$ cat src/rtl/timer_pkg.sv
// Shared types for the multi-window timer: channel modes, channel FSM states
// and the decode of the raw 2-bit mode field.
package timer_pkg;

    typedef enum logic [1:0] {
        MODE_ONESHOT  = 2'd0,
        MODE_RETRIG   = 2'd1,
        MODE_PERIODIC = 2'd2
    } mode_t;

    typedef enum logic {
        IDLE  = 1'b0,
        COUNT = 1'b1
    } state_t;

    // The unused encoding 3 folds onto ONESHOT so the latched mode is always legal.
    function automatic mode_t decode_mode(input logic [1:0] raw);
        case (raw)
            2'd1:    return MODE_RETRIG;
            2'd2:    return MODE_PERIODIC;
            default: return MODE_ONESHOT;
        endcase
    endfunction

endpackage

$ cat src/rtl/timer_channel.sv
// One timer channel: measures a window against the shared timebase using
// modulo subtraction, so a timebase wrap inside a window needs no special case.
module timer_channel
    import timer_pkg::*;
#(
    parameter int CTR_WIDTH = 22,
    parameter int DUR_WIDTH = 16
) (
    input  logic                 clk,
    input  logic                 nrst,
    input  logic                 ce,
    input  logic                 start,
    input  logic                 abort,
    input  logic [CTR_WIDTH-1:0] ctr,
    input  logic [DUR_WIDTH-1:0] duration,
    input  logic [1:0]           mode_sel,
    output state_t               state,
    output logic                 done
);

    logic [CTR_WIDTH-1:0] snap;
    logic [DUR_WIDTH-1:0] dur;
    mode_t                mode;
    logic [CTR_WIDTH-1:0] elapsed;
    logic                 expired;

    assign elapsed = ctr - snap;
    assign expired = (elapsed >= CTR_WIDTH'(dur));

    always_ff @(posedge clk or negedge nrst) begin
        if (!nrst) begin
            state <= IDLE;
            snap  <= '0;
            dur   <= '0;
            mode  <= MODE_ONESHOT;
            done  <= 1'b0;
        end else begin
            done <= 1'b0;
            if (ce) begin
                if (abort) begin
                    state <= IDLE;
                end else begin
                    case (state)
                        IDLE: begin
                            if (start) begin
                                if (duration != '0) begin
                                    snap  <= ctr;
                                    dur   <= duration;
                                    mode  <= decode_mode(mode_sel);
                                    state <= COUNT;
                                end else begin
                                    // Zero-length window: expire at once, never open.
                                    done <= 1'b1;
                                end
                            end
                        end
                        COUNT: begin
                            // A retrigger on the expiry edge wins and suppresses done.
                            if (mode == MODE_RETRIG && start) begin
                                snap <= ctr;
                                dur  <= duration;
                            end else if (expired) begin
                                done <= 1'b1;
                                if (mode == MODE_PERIODIC) begin
                                    snap <= snap + CTR_WIDTH'(dur);
                                end else begin
                                    state <= IDLE;
                                end
                            end
                        end
                        default: state <= IDLE;
                    endcase
                end
            end
        end
    end

endmodule

$ cat src/rtl/multi_window_timer.sv
// N_CH independent window timers sharing one free-running timebase; the top
// only slices the packed per-channel buses and reduces the busy flag.
module multi_window_timer
    import timer_pkg::*;
#(
    parameter int N_CH      = 4,
    parameter int CTR_WIDTH = 22,
    parameter int DUR_WIDTH = 16
) (
    input  logic                      i_clk,
    input  logic                      i_nrst,
    input  logic                      i_ce,
    input  logic [CTR_WIDTH-1:0]      i_ctr,
    input  logic [N_CH-1:0]           i_start,
    input  logic [N_CH-1:0]           i_abort,
    input  logic [N_CH*DUR_WIDTH-1:0] i_duration,
    input  logic [2*N_CH-1:0]         i_mode,
    output logic [N_CH-1:0]           o_active,
    output logic [N_CH-1:0]           o_done,
    output logic                      o_busy
);

    state_t [N_CH-1:0] ch_state;

    for (genvar k = 0; k < N_CH; k++) begin : g_ch
        timer_channel #(
            .CTR_WIDTH(CTR_WIDTH),
            .DUR_WIDTH(DUR_WIDTH)
        ) u_ch (
            .clk      (i_clk),
            .nrst     (i_nrst),
            .ce       (i_ce),
            .start    (i_start[k]),
            .abort    (i_abort[k]),
            .ctr      (i_ctr),
            .duration (i_duration[k*DUR_WIDTH +: DUR_WIDTH]),
            .mode_sel (i_mode[2*k +: 2]),
            .state    (ch_state[k]),
            .done     (o_done[k])
        );

        // Decoded straight from the state register, so no input reaches o_active.
        assign o_active[k] = (ch_state[k] == COUNT);
    end

    assign o_busy = |o_active;

endmodule

$ cat config.mk
export PLATFORM = sky130hd
export DESIGN_NAME = multi_window_timer
export DESIGN_NICKNAME = d
export VERILOG_FILES = /design/src/rtl/timer_pkg.sv /design/src/rtl/timer_channel.sv /design/src/rtl/multi_window_timer.sv
export SDC_FILE = /design/constraint.sdc
export NUM_CORES = 1
export LEC_CHECK = 0
export BUFFER_PORTS_ARGS = -buffer_cell sky130_fd_sc_hd__buf_2
export CORE_MARGIN = 2
export CORE_UTILIZATION = 40
export CTS_CLUSTER_SIZE = 10
export DETAILED_ROUTE_END_ITERATION = 10
export PLACE_DENSITY = 0.68
export SKIP_CTS_REPAIR_TIMING = 1
export SLEW_MARGIN = 20
export SYNTH_ARGS = -nofsm -noshare
export SYNTH_HDL_FRONTEND = slang
export SYNTH_SLANG_ARGS = --single-unit
$ cat constraint.sdc
create_clock -name i_clk -period 6.16 [get_ports i_clk]
set_input_delay 0.616 -clock i_clk [delete_from_list [all_inputs] [get_ports i_clk]]
set_output_delay 0.616 -clock i_clk [all_outputs]
set_load 0.01 [all_outputs]
==> out/metrics.yaml <==
synthesis:
  post_synth_top_area_cell: "sky130_fd_sc_hd__dfrtp_1"
  post_synth_inst_count: 1980
  ys_seq_elements: 168
  synth.top_cell.area_share_pct: 25.19
  mappedNetlistNets: 2309
  syn_area_per_cell_um2: 8.429
  yosys.cell_count.top_type: "sky130_fd_sc_hd__ha_1"
  synth_cell_type_count: 84
  synth.yosys.warnings: 0
  synth_common_cells: "sky130_fd_sc_hd__ha_1, sky130_fd_sc_hd__inv_1, sky130_fd_sc_hd__a21oi_1"
  synth_edf_count: 0
  ys_dominant_reg_cell: "sky130_fd_sc_hd__dfrtp_1"
  yosysSeqAreaShare_pct: 25.19
  postSynth.asyncResetShare_pct: 100.0
  yosys-top-cells-area: "sky130_fd_sc_hd__dfrtp_1, sky130_fd_sc_hd__ha_1, sky130_fd_sc_hd__a21oi_1, sky130_fd_sc_hd__inv_1, sky130_fd_sc_hd__mux2_2"
  post_synth_instance_area_mm2: 0.01669
route:
  drcViolationCount: 0
  detailed_router_s_first_iteration_violation_count: 1221
  postRouteAntennaNets: 0
  drt-vias-per-instance: 5.808
  post_drt_wl_per_cell_um: 18.81
  route.vias.total: 15270
  first_pass_iters: 7
  wirelength_um: 49470
clocking:
  clockRootBuffer: "sky130_fd_sc_hd__clkbuf_16"
  worstSkewPairLatency_ns: 0.47
  htree_levels: 4
  cts_tree: "built"
  cts-buffers-inserted: 17
  cts_sinks: 168
  largest_buffer_count_on_any_clock_path: 2
  clk_pin_slew_ns: 0.07
global_route:
  first_global_vias: 14970
  wire_length_of_the_first_global_routing_pass_um: 79490
  track_usage_pct: 22.94
  grt_remaining_overflow: 0
  grt_antenna_before_repair: 0
  grt_max_degree: 86
worst_setup_path:
  worstRegToRegCells: 22
  timing.critical_path.required_ns: 6.51
  crit_arrival_ns: 5.80
  crit_path_end_kind: "register"
  worstSetupStartpointType: "input port"
  timing.critical_path.fanout_max: 14
  critPathKind: "in -> reg"
finish:
  area_growth_pct: 10.63
  finalNetCount: 2414
  fill_cells: 3987
  antenna_cells_inserted: 0
  final-seq-area_mm2: 0.004204
  finish.cell_count_without_fillers: 2630
  drive_above_1_share_pct: 12.20
  multi_input_area_mm2: 0.01157
die:
  die_w_um: 208.3
  design.core.area_mm2: 0.04102
  start_util_pct: 40.69
  boundaryPins: 114
  die_height_um: 208.3
  die-area_mm2: 0.04337
  rows: 74
run:
  drv.max_cap_violation_count: 0
placed_design:
  dp_cells: 2598
  place.port_buffers: 113
  gpl.final_weighted_congestion: 0.9244
  hpwlAfterDp_um: 38180
timing:
  worst_hold_slack_after_final_layout_ns: 0.1846
  number_of_slew_limit_violations_in_the_final_report: 0
  hold_viol: 0
  fin_worst_skew_ns: 0.01570
  finalSetupTns_ns: 0
  max_slew.worst_pin.slew_ns: 0.9904
  slew-limit-headroom_pct: 33.81
  clock.fmax_mhz: 183.4
  rsz0062_at_grt: "no"
  fin_crit_ns: 5.453
  min_period_over_period_pct: 88.52
  setup-violations-final: 0
power:
  powerDensity_mw_per_mm2: 514.1
  power.leakage_nw: 8.705
  totalPowerFinal_mw: 9.491
  worst_ir_drop_vdd_uv: 225.9
worst_hold_path:
  worst_hold_path_class: "in -> async"
status:
  run_status: "finished clean"
-- layout make-up --
cell class	instances	share of cell area (%)
multi-input cells	1575	62.65
clock buffers	20	2.473
inverters	186	3.781
flip-flops and latches	168	22.77
repair buffers	137	4.073
clock inverters	12	0.6438
well taps	532	3.605
-- cell usage in the layout (no fill, tap or decap), drive strengths merged, types with 14 or more instances in the layout --
| cell | instances |
|---|---|
| a211oi | 29 |
| a21o | 67 |
| a21oi | 170 |
| a31oi | 14 |
| buf | 137 |
| clkbuf | 20 |
| dfrtp | 168 |
| ha | 216 |
| inv | 188 |
| mux2 | 61 |
| mux2i | 43 |
| nand2 | 129 |
| nand2b | 45 |
| nand3 | 34 |
| nand4 | 22 |
| nor2 | 139 |
| nor2b | 35 |
| nor3 | 37 |
| nor4 | 25 |
| o21a | 39 |
| o21ai | 128 |
| or3 | 21 |
| xnor2 | 58 |
| xor2 | 55 |
-- through the flow --
| step | utilization (%) | setup WS, ns | instance area, µm² |
|---|---|---|---|
| 2_1_floorplan | - | 1.112 | 16690 |
| 3_3_place_gp | 43.61 | 0.4088 | 17890 |
| 3_5_place_dp | 43.61 | 0.2978 | 17890 |
| 4_1_cts | 45.02 | 0.7500 | 18460 |
| 5_1_grt | 45.02 | 0.2748 | 18460 |
| 6_report | 45.02 | 0.7069 | 18460 |
-- cells by family after synthesis --
group           Yosys count  share of synthesized area, %
fa+ha+maj               224                         17.15
buf+inv                 237                         5.600
simple gates            540                         16.21
xor+xnor                113                         5.930
mux                     104                         6.717
flops                   168                         25.19
compound gates          594                         23.20
-- state kept, by name, indices dropped and copies added (netlist names) --
name and flops:
g_ch.u_ch.snap 88, g_ch.u_ch.dur 64, g_ch.u_ch.state 4, g_ch.u_ch.mode 8, g_ch.u_ch.done 4
-- worst max-delay path: stages --
cell and delay, ns:
sky130_fd_sc_hd__buf_2 0.13, sky130_fd_sc_hd__inv_1 0.25, sky130_fd_sc_hd__ha_1 0.25, sky130_fd_sc_hd__fa_1 0.22, sky130_fd_sc_hd__nor2b_1 0.08, sky130_fd_sc_hd__o31ai_1 0.32, sky130_fd_sc_hd__a211oi_1 0.12, sky130_fd_sc_hd__o21ai_0 0.23
sky130_fd_sc_hd__a21boi_0 0.16, sky130_fd_sc_hd__o21ai_0 0.17, sky130_fd_sc_hd__nand2b_1 0.10, sky130_fd_sc_hd__a21o_1 0.18, sky130_fd_sc_hd__a21oi_1 0.17, sky130_fd_sc_hd__xnor2_1 0.15, sky130_fd_sc_hd__ha_1 0.27, sky130_fd_sc_hd__and3_1 0.17
sky130_fd_sc_hd__nand3_1 0.09, sky130_fd_sc_hd__o221ai_1 0.16, sky130_fd_sc_hd__a211o_1 0.31, sky130_fd_sc_hd__a211oi_1 0.18, sky130_fd_sc_hd__o211ai_1 0.25, sky130_fd_sc_hd__o31ai_4 0.28, sky130_fd_sc_hd__nand2_1 0.46, sky130_fd_sc_hd__mux2_2 0.45
-- routing by layer --
metal | GRT usage, % | up-vias | part of all wire [%]
met1 | 29.98 | 7287 | 44
met4 | 11.31 | 0 | 4.5
met3 | 3.064 | 102 | 5.6
met5 | 0 | - | 0
met2 | 37.34 | 469 | 46
li1 | - | 7416 | -
-- path summary, 6_finish.rpt --
kind	startpoint	to	slack [ns]
max in group asynchronous	i_nrst	g_ch[3].u_ch.dur[4]	4.68
worst max register to register	g_ch[1].u_ch.snap[0]	g_ch[1].u_ch.snap[8]	0.80
worst max-delay path	i_ctr[0]	g_ch[1].u_ch.snap[8]	0.71
worst min register to register	g_ch[3].u_ch.snap[19]	g_ch[3].u_ch.snap[19]	0.51
worst min-delay path	i_nrst	g_ch[1].u_ch.dur[10]	0.18
min in group i_clk	i_duration[18]	g_ch[1].u_ch.dur[2]	0.37
-- power by group --
| group | internal [mW] | total [mW] | switching [mW] | leakage, nW |
|---|---|---|---|---|
| clock | 0.582 | 1.09 | 0.505 | 0.273 |
| combinational | 2.87 | 6.56 | 3.69 | 6.44 |
| sequential | 1.49 | 1.85 | 0.355 | 1.99 |
No activity file was read; power rests on OpenSTA's default activity.
